$ cat src/rtl/pixel_streamer.sv
// pixel_streamer: raster-order reader from a synchronous pixel RAM feeding a 5x5 filter,
// with a one-entry skid register so downstream hold never drops or repeats a pixel.
module pixel_streamer #(
    parameter int IMG_W  = 8,
    parameter int IMG_H  = 8,
    parameter int ADDR_W = 6
) (
    input  logic              clk,
    input  logic              rst,
    input  logic              start,
    input  logic              hold,
    output logic              mem_rd,
    output logic [ADDR_W-1:0] mem_addr,
    input  logic [7:0]        mem_data,
    output logic [7:0]        Din,
    output logic              data_valid,
    output logic              line_end,
    output logic              frame_end,
    output logic              busy,
    output logic              done
);
    localparam int N  = IMG_W * IMG_H;
    localparam int CW = $clog2(N + 1);
    localparam int XW = $clog2(IMG_W + 1);
    localparam int YW = $clog2(IMG_H + 1);

    typedef enum logic [1:0] {IDLE, STREAM, DRAIN} state_t;

    state_t            r_state;
    logic [CW-1:0]     r_rd_cnt;
    logic [ADDR_W-1:0] r_addr;
    logic              r_pend;
    logic              r_skid_v;
    logic [7:0]        r_skid;
    logic [XW-1:0]     r_x;
    logic [YW-1:0]     r_y;

    logic       w_issue;
    logic       w_emit;
    logic       w_last_x;
    logic       w_last_y;
    logic [7:0] w_pix;

    // rst gates the strobe so no read is launched in the reset cycle itself
    assign w_issue  = !rst && r_state == STREAM && !hold && r_rd_cnt < CW'(N);
    assign mem_rd   = w_issue;
    assign mem_addr = w_issue ? ADDR_W'(r_rd_cnt) : r_addr;
    assign w_emit   = !hold && (r_skid_v || r_pend);
    assign w_pix    = r_skid_v ? r_skid : mem_data;
    assign w_last_x = r_x == XW'(IMG_W - 1);
    assign w_last_y = r_y == YW'(IMG_H - 1);

    always_ff @(posedge clk) begin
        if (rst) begin
            r_state    <= IDLE;
            r_rd_cnt   <= '0;
            r_addr     <= '0;
            r_pend     <= 1'b0;
            r_skid_v   <= 1'b0;
            r_skid     <= '0;
            r_x        <= '0;
            r_y        <= '0;
            Din        <= '0;
            data_valid <= 1'b0;
            line_end   <= 1'b0;
            frame_end  <= 1'b0;
            busy       <= 1'b0;
            done       <= 1'b0;
        end else begin
            r_pend     <= w_issue;
            data_valid <= w_emit;
            line_end   <= w_emit && w_last_x;
            frame_end  <= w_emit && w_last_x && w_last_y;
            done       <= 1'b0;
            if (w_issue) begin
                r_addr   <= ADDR_W'(r_rd_cnt);
                r_rd_cnt <= r_rd_cnt + CW'(1);
            end
            if (w_emit) begin
                Din <= w_pix;
                r_x <= w_last_x ? '0 : r_x + XW'(1);
                if (w_last_x)
                    r_y <= w_last_y ? '0 : r_y + YW'(1);
            end
            // a read can only return under hold when the skid is empty, since hold blocks new issues
            r_skid_v <= hold && (r_skid_v || r_pend);
            if (hold && r_pend)
                r_skid <= mem_data;
            if (r_state == IDLE) begin
                if (start && !done) begin
                    r_state  <= STREAM;
                    busy     <= 1'b1;
                    r_rd_cnt <= '0;
                end
            end else if (r_state == STREAM) begin
                if (w_issue && r_rd_cnt == CW'(N - 1))
                    r_state <= DRAIN;
            end else if (frame_end) begin
                r_state <= IDLE;
                busy    <= 1'b0;
                done    <= 1'b1;
            end
        end
    end
endmodule

$ cat config.mk
export PLATFORM = sky130hd
export DESIGN_NAME = pixel_streamer
export DESIGN_NICKNAME = d
export VERILOG_FILES = /design/src/rtl/pixel_streamer.sv
export SDC_FILE = /design/constraint.sdc
export NUM_CORES = 1
export LEC_CHECK = 0
export CELL_PAD_IN_SITES_DETAIL_PLACEMENT = 2
export CELL_PAD_IN_SITES_GLOBAL_PLACEMENT = 2
export CORE_ASPECT_RATIO = 1.75
export CORE_MARGIN = 2
export CORE_UTILIZATION = 32
export DETAILED_ROUTE_END_ITERATION = 10
export GPL_TIMING_DRIVEN = 0
export PLACE_DENSITY_LB_ADDON = 0.1
export SKIP_LAST_GASP = 1
export SLEW_MARGIN = 20
export SYNTH_ARGS = -nofsm -noshare
export SYNTH_HDL_FRONTEND = slang
export SYNTH_SLANG_ARGS = --single-unit
$ cat constraint.sdc
create_clock -name clk -period 2.2 [get_ports clk]
set_clock_uncertainty 0.2 [all_clocks]
set_input_delay 0.33 -clock clk [delete_from_list [all_inputs] [get_ports clk]]
set_output_delay 0.33 -clock clk [all_outputs]
set_load 0.01 [all_outputs]
* Word level (Yosys, flattened, before mapping)
Cells that the tools add are included.
** Word-level totals
- Flip-flop bits (word level) :: 46
- Input bits :: 12
- Output and inout port bits :: 20
- Word-level logic and storage cells :: 63
** Cells by class
- Add/subtract/negate cells :: 3
- Order comparisons :: 1
- Equality and inequality tests :: 7
- Mux-type cells :: 17
- Reduce and logical (&&, ||, !) cells :: 21
** Operators by type and width (number)
- 7-bit 2-to-1 mux :: 3
- 1-bit logical AND :: 10
- 2-bit 2-to-1 mux :: 5
- 4-bit by 1-bit adder with 4-bit output (second input constant) :: 2
- 4-bit by 3-bit equality test with 1-bit output (second input constant) :: 2
- 4-bit 2-to-1 mux :: 2
- 8-bit 2-to-1 mux :: 1
- 7-bit by 1-bit adder with 7-bit output (second input constant) :: 1
- 7-bit by 6-bit equality test with 1-bit output (second input constant) :: 1
- 7-bit < comparator (second input constant) :: 1
- 6-bit 2-to-1 mux :: 1
- 3-bit AND reduction :: 2
- 1-bit 2-to-1 mux :: 5
- 2-bit by 1-bit inequality test with 1-bit output (second input constant) :: 2
- 1-bit logical NOT :: 3
- 3-bit by 1-bit inequality test with 1-bit output (second input constant) :: 1
- 3-bit nonzero test :: 1
- 3-bit OR reduction :: 1
- 2-bit by 1-bit equality test with 1-bit output (second input constant) :: 1
- 2-bit logical NOT :: 1
- 2-bit AND reduction :: 1
- 2-bit nonzero test :: 1
- 1-bit logical OR :: 1

* Longest topological paths before layout
Gate-level depths: netlist of the first run.
- Word-level depth :: 8
- Depth in mapped cells :: 6
- Gate-level depth less buffers :: 5

* Worst setup path before layout of the first run
No wires, ideal clock.
- Path kind :: input to output
- Start point :: input hold
- End point :: output mem_addr[0]
- Arrival :: 1526 ps
- Required time :: 1670 ps
- Path slack :: 144 ps
- Cell stages on the path :: 4
- Path buffers :: 1
- Cells stage by stage :: or4b_1 -> buf_6 -> nor2_8 -> mux2_4
** On the way
- Cells in the longest elaborated chain, start to end :: 4
** Ends and longest elaborated chain
- from (decl) :: RTL line 11 : input logic hold,
- 1-bit logical NOT :: RTL line 45 : assign w_issue = !rst && r_state == STREAM && !hold && r_rd_cnt < CW'(N);
- 1-bit logical AND (2 in a row) :: RTL line 45
- named net mem_rd :: RTL line 12 : output logic mem_rd,
- 6-bit 2-to-1 mux
- to (decl) :: RTL line 13 : output logic [ADDR_W-1:0] mem_addr,
The timed path passes the listed nets, and every way through them passes these cells.

* Worst setup path in the final report of the first run
- Start point :: input hold
- End point :: output mem_addr[0]
** On the way
- Cells in the longest elaborated chain, start to end :: 4
** Ends and longest elaborated chain (RTL line)
- 1-bit logical NOT :: 45
- 1-bit logical AND (2 in a row) :: 45
- 6-bit 2-to-1 mux
Every way passes these cells.

==> out/metrics.csv, run 1 <==
stage,metric,value,unit
run_status,status,"complete, but fails checks",
run_status,violations,setup timing,
timing,finalCritPeriodShare,110,%
finish,area_delta_synth_final,30.7,%
power,sequentialPowerShare,52.4,%
clock_network,path_clk_slew,0.08,ns
clock_network,clk_latency,0.31,ns
synth,syn_area,1910,sq um
routing,ant_nets,0,
placement,dp_cells,310,
synth,synth_warnings,0,
timing,worst_slew_pin_slew,0.574,ns
min_path,holdPathEnd,r_skid[4],
clock_network,root_buffer,clkbuf_8,
die,num_rows,37,
timing,worst_slack,-0.228,ns
power,sw_frac_of_total,23.7,%
setup_path,cp-start-kind,primary input,
finish,layout.cells.non_filler,323,
synth,ys_ff_latch,46,
setup_path,criticalPathCategory,primary input to output pin,
synth,avgSynthCellArea,9.50,sq um
synth,synth_cells,201,
setup_path,timing.rr.end,r_state[0],
synth,async_flop_share,0,%
setup_path,endpoint_kind,output pin,
finish,layout_common_cells,"dfxtp_1, nand2_1, clkdlybuf4s50_1",
finish,mostFrequentLayoutCell,dfxtp_1,
die,ios,32,
routing,drt_wl_total,5560,um
power,p_int,1.25,mW
timing,whs,0.267,ns
setup_path,required,1.67,ns
min_path,hp-start,r_skid[4],
global_route,grt_usage,18.5,%
power,p_clk_share,39.1,%
die,fp.dieH,106,um
global_route,grt_pass1_wl,9430,um
placement,dp_hpwl,4040,um
clock_network,hold_buffers,0,
power,cellPowerDensity,657,nW/um^2
setup_path,r2r_slack,0.17,ns
clock_network,h-tree-depth,2,
routing,dr.pass1.iters,3,
timing,rsz0062_at_grt,yes,
timing,slew_headroom,61.7,%
clock_network,cts_buffers,5,
job,max_cap_violations,0,
timing,fin_crit,2.43,ns
min_path,hold_depth,2,
routing,vias,1597,
finish,diodes,0,
global_route,antenna_found_initial,0,
die,die_w,62.4,um
timing,setup_viol,6,
timing,slew_viol_final,0,
synth,synth_flop_cell,dfxtp_1,
synth,synth_cell_types,31,
power,comb_power_share,8.5,%
clock_network,cts_num_sinks,46,
synth,syn-num-nets,216,
global_route,grt_start_max_net_pins,15,
placement,portBuffers,31,
synth,synth_edf_count,0,
clock_network,tritoncts,yes,
setup_path,timing.rr.start,r_rd_cnt[6],
die,placeableCoreArea,5830,sq um
routing,dr.first_iter.drc_count,45,
die,initial_core_util,32.7,%
timing,clock.fmax,412,MHz
clock_network,clk_path_buf_depth,2,
setup_path,worst-r2r-cell-count,5,
die,die-area,6620,sq um
setup_path,cp_max_fo,5,
power,finalPower,1.64,mW
global_route,grt_pass1_vias,1839,
synth,ys_seq_area_share,48.2,%
global_route,overflow,0,
finish,layout-drive-gt1-share,15.5,%
min_path,hold_path.class,register to register,
routing,routedWlPerCell,17.2,um
routing,via_per_inst,4.94,
power,switchingPower,388,uW
finish,nNetsFinal,259,
routing,drc_errors,0,
power,p_leak,0.882,nW
power,peakVddDrop,339,uV
placement,finalWeightedCongestion,0.696,
setup_path,arrival,1.90,ns
timing,hold_violations,0,
cell families after synthesis:
logic type | Yosys count | synth area share, %
DFF | 46 | 48.2
buffers and inverters | 16 | 3.80
muxes | 15 | 9.44
adders and majority gates | 3 | 1.97
and+or+nand+nor | 81 | 22.8
AOI/OAI and AO/OA | 32 | 10.1
xor gates and xnor gates | 8 | 3.67
critical path: stages:
cell and delay, ns:
clkdlybuf4s15_1 0.25, or4b_4 0.60, nor2_8 0.15, buf_12 0.13, mux2_4 0.31, buf_6 0.12
registers in the layout, indices dropped and copies added, names as in the netlist, 2 cells and up:
| signal | cells |
|---|---|
| r_y | 4 |
| r_state | 2 |
| r_addr | 6 |
| r_rd_cnt | 7 |
| r_skid | 8 |
| r_x | 4 |
| Din | 8 |
per-stage QoR:
step                utilization [%]  TNS (ns)  instance area, sq um  worst slack, ns
detailed placement             39.7    -10.78                  2320           -0.907
CTS                            42.9     -1.73                  2500           -0.290
finish                         42.8     -1.33                  2490           -0.228
global route                   42.8     -1.66                  2490           -0.286
floorplan                         -         0                  1910            0.144
global placement               39.7     -8.96                  2320           -0.858
power by group through the flow:
stage	registers, mW	clock network, mW	logic, mW
2_1_floorplan	0.879	0	0.0622
3_3_place_gp	0.876	0	0.127
3_5_place_dp	0.878	0	0.133
4_1_cts	0.859	0.667	0.143
5_1_grt	0.861	0.705	0.151
6_report	0.858	0.641	0.140
repair_timing:
| item | in CTS | in global routing |
|---|---|---|
| gates resized for setup | 45 | 2 |
| setup buffers | 6 | 1 |
| pin swaps | 2 | 0 |
| setup endpoints to repair | 14 | 8 |
worst max-delay path by stage:
stage	start	end	slack, ns
global route	r_rd_cnt[6]	mem_addr[1]	-0.29
finish	hold	mem_addr[0]	-0.23
global placement	hold	mem_addr[5]	-0.86
floorplan	hold	mem_addr[0]	0.14
detailed placement	hold	mem_addr[0]	-0.91
CTS	r_rd_cnt[6]	mem_addr[1]	-0.29
synth_stat cells (3+ instances only):
| library cell | number | area share [%] |
|---|---|---|
| dfxtp_1 | 46 | 48 |
| nand2_1 | 23 | 4.5 |
| nor2_1 | 21 | 4.1 |
| a21oi_1 | 17 | 4.5 |
| nand3_1 | 11 | 2.9 |
| mux2i_1 | 9 | 4.7 |
| a211oi_1 | 8 | 3.1 |
| and2b_1 | 6 | 2.4 |
| clkbuf_1 | 6 | 1.2 |
| mux2_4 | 6 | 4.7 |
| xnor2_1 | 6 | 2.8 |
| inv_1 | 5 | 0.98 |
| nor3_1 | 5 | 1.3 |
| buf_2 | 4 | 1.0 |
| ha_1 | 3 | 2.0 |
| o21ai_0 | 3 | 0.79 |
| or3_1 | 3 | 0.98 |
metal layers:
metal / wire [um] / track usage, % / up-vias
li1: - / - / 774
met1: 1910 / 16.3 / 795
met2: 3450 / 40.5 / 24
met3: 121 / 3.39 / 4
met4: 75 / 5.24 / 0
met5: 0 / 0 / -
area by class of cell:
cell class                 instances  area (sq um)
multi-input combinational        139           920
inverter                           5          18.8
fill                             675          3340
timing repair buffer              37           384
clock buffer                       5          68.8
clock inverter                     3          40.0
sequential                        46           923
buffer                            10          42.5
tap                               78          97.6
Note: power is estimated with default switching activity, not from simulation.
==> run 2, diff against run 1 <==
Settings changed: GPL_TIMING_DRIVEN 0 to not set.
==> run 2 against run 1 <==
The flow still finishes with violations (setup timing). Count of clock-buffer cells in the layout did not move. Die area did not move. Non-clock buffer count rose by 7. Via count rose by 0.44%. Global-route usage fell by 1.8 points. Critical endpoint unchanged. Highest routed layer unchanged.
==> out/metrics.csv, run 2 (synthesized netlist as in run 1, its figures left out) <==
stage,metric,value,unit
run_status,status,"complete, but fails checks",
run_status,violations,setup timing,
timing,worst_slack,-0.245,ns
global_route,antenna_found_initial,0,
timing,tns,-1.49,ns
routing,routedWlPerCell,15.5,um
power,p_leak,0.931,nW
routing,dr.first_iter.drc_count,12,
die,num_rows,37,
placement,finalWeightedCongestion,0.719,
setup_path,arrival,1.91,ns
clock_network,root_buffer,clkbuf_8,
die,initial_core_util,32.7,%
finish,nFillCells,683,
timing,hold_violations,0,
finish,diodes,0,
placement,portBuffers,31,
timing,whs,0.254,ns
timing,clock.fmax,409,MHz
global_route,grt_pass1_vias,1785,
setup_path,required,1.67,ns
routing,vias,1604,
setup_path,timing.rr.start,r_rd_cnt[6],
finish,layout_common_cells,"dfxtp_1, nand2_1, clkdlybuf4s50_1",
die,fp.dieH,106,um
timing,rsz0062_at_grt,yes,
routing,drc_errors,0,
clock_network,clk_latency,0.31,ns
clock_network,tritoncts,yes,
routing,drt_wl_total,5100,um
die,placeableCoreArea,5830,sq um
clock_network,cts_num_sinks,46,
finish,final_core_util,44.2,%
global_route,grt_pass1_wl,8540,um
power,cellPowerDensity,638,nW/um^2
setup_path,timing.rr.end,r_addr[0],
setup_path,criticalPathCategory,register to output pin,
die,ios,32,
clock_network,cts_buffers,5,
setup_path,worst-r2r-cell-count,6,
finish,seq_area,922,sq um
power,peakVddDrop,470,uV
die,die_w,62.4,um
finish,reg_top3,"Din x8, r_skid x8, r_rd_cnt x7",
routing,dr.pass1.iters,2,
setup_path,endpoint_kind,output pin,
die,die-area,6620,sq um
global_route,grt_usage,16.7,%
timing,worst_slew_pin_slew,0.391,ns
timing,finalCritPeriodShare,111,%
routing,ant_nets,0,
setup_path,crit_end,mem_addr[0],
global_route,overflow,0,
finish,multi_input_area,920,sq um
routing,via_per_inst,4.86,
timing,fin_crit,2.44,ns
timing,setup_viol,7,
timing,slew_viol_final,0,
finish,mostFrequentLayoutCell,dfxtp_1,
setup_path,r2r_slack,0.15,ns
global_route,grt_start_max_net_pins,40,
finish,area_delta_synth_final,34.9,%
finish,nNetsFinal,266,
clock_network,h-tree-depth,2,
min_path,hold_path.class,register to register,
setup_path,cp-start-kind,register,
setup_path,cp_max_fo,5,
timing,slew_headroom,73.9,%
setup_path,crit_start,r_rd_cnt[6],
clock_network,path_clk_slew,0.09,ns
finish,layout-drive-gt1-share,19.8,%
clock_network,hold_buffers,0,
placement,post-place-ws,-0.825,ns
placement,dp_hpwl,3770,um
job,max_cap_violations,0,
clock_network,clk_path_buf_depth,2,
-- run 2: area by class of cell --
type,count,area share (%)
multi-input cells,139,35.7
inverters,5,0.729
repair buffers,54,19.6
well taps,78,3.79
flip-flops and latches,46,35.8
clock buffers,5,2.67
clock inverters,3,1.75
-- run 2: worst min path at each step --
stage,start,end,slack [ns],depth (start not counted)
after floorplan,r_rd_cnt[6],r_rd_cnt[6],0.22,2
after global placement,r_rd_cnt[6],r_rd_cnt[6],0.23,2
after detailed placement,r_rd_cnt[6],r_rd_cnt[6],0.24,2
after CTS,r_rd_cnt[6],r_rd_cnt[6],0.26,2
after global routing,r_rd_cnt[6],r_rd_cnt[6],0.28,2
final,r_rd_cnt[6],r_rd_cnt[6],0.25,2
-- run 2: metrics by stage --
step	cell area, sq um	cells	power [mW]
finish	2580	330	1.64
global route	2580	330	1.73
CTS	2550	327	1.68
detailed placement	2370	313	1.01
global placement	2370	313	1.00
floorplan	1910	201	0.941
-- run 2: timing repair --
| item | in CTS | in global routing |
|---|---|---|
| pin swaps | 2 | 1 |
| buffers inserted | 6 | 3 |
| gates cloned | 0 | 0 |
| resized for setup | 41 | 0 |
| setup endpoints to repair | 8 | 7 |
-- run 2: worst max-delay path, stage by stage, from the launching register on --
cell,delay (ns)
dfxtp_2,0.33
or4b_4,0.55
nor2_8,0.16
buf_6,0.13
mux2_4,0.31
buf_6,0.12
-- run 2: per-layer routing --
layer / part of all wire (%) / GRT usage [%]
met5: 0 / 0
met4: 1.8 / 6.67
met3: 2.9 / 3.39
met2: 61 / 35.2
met1: 34 / 14.7
-- run 2: where the power goes --
part	total, mW	internal, mW	switching, mW	leakage (nW)
Clock	0.644	0.338	0.306	0.0504
Sequential	0.857	0.848	0.00987	0.373
Combinational	0.143	0.0743	0.0690	0.508
Total	1.64	1.26	0.385	0.931
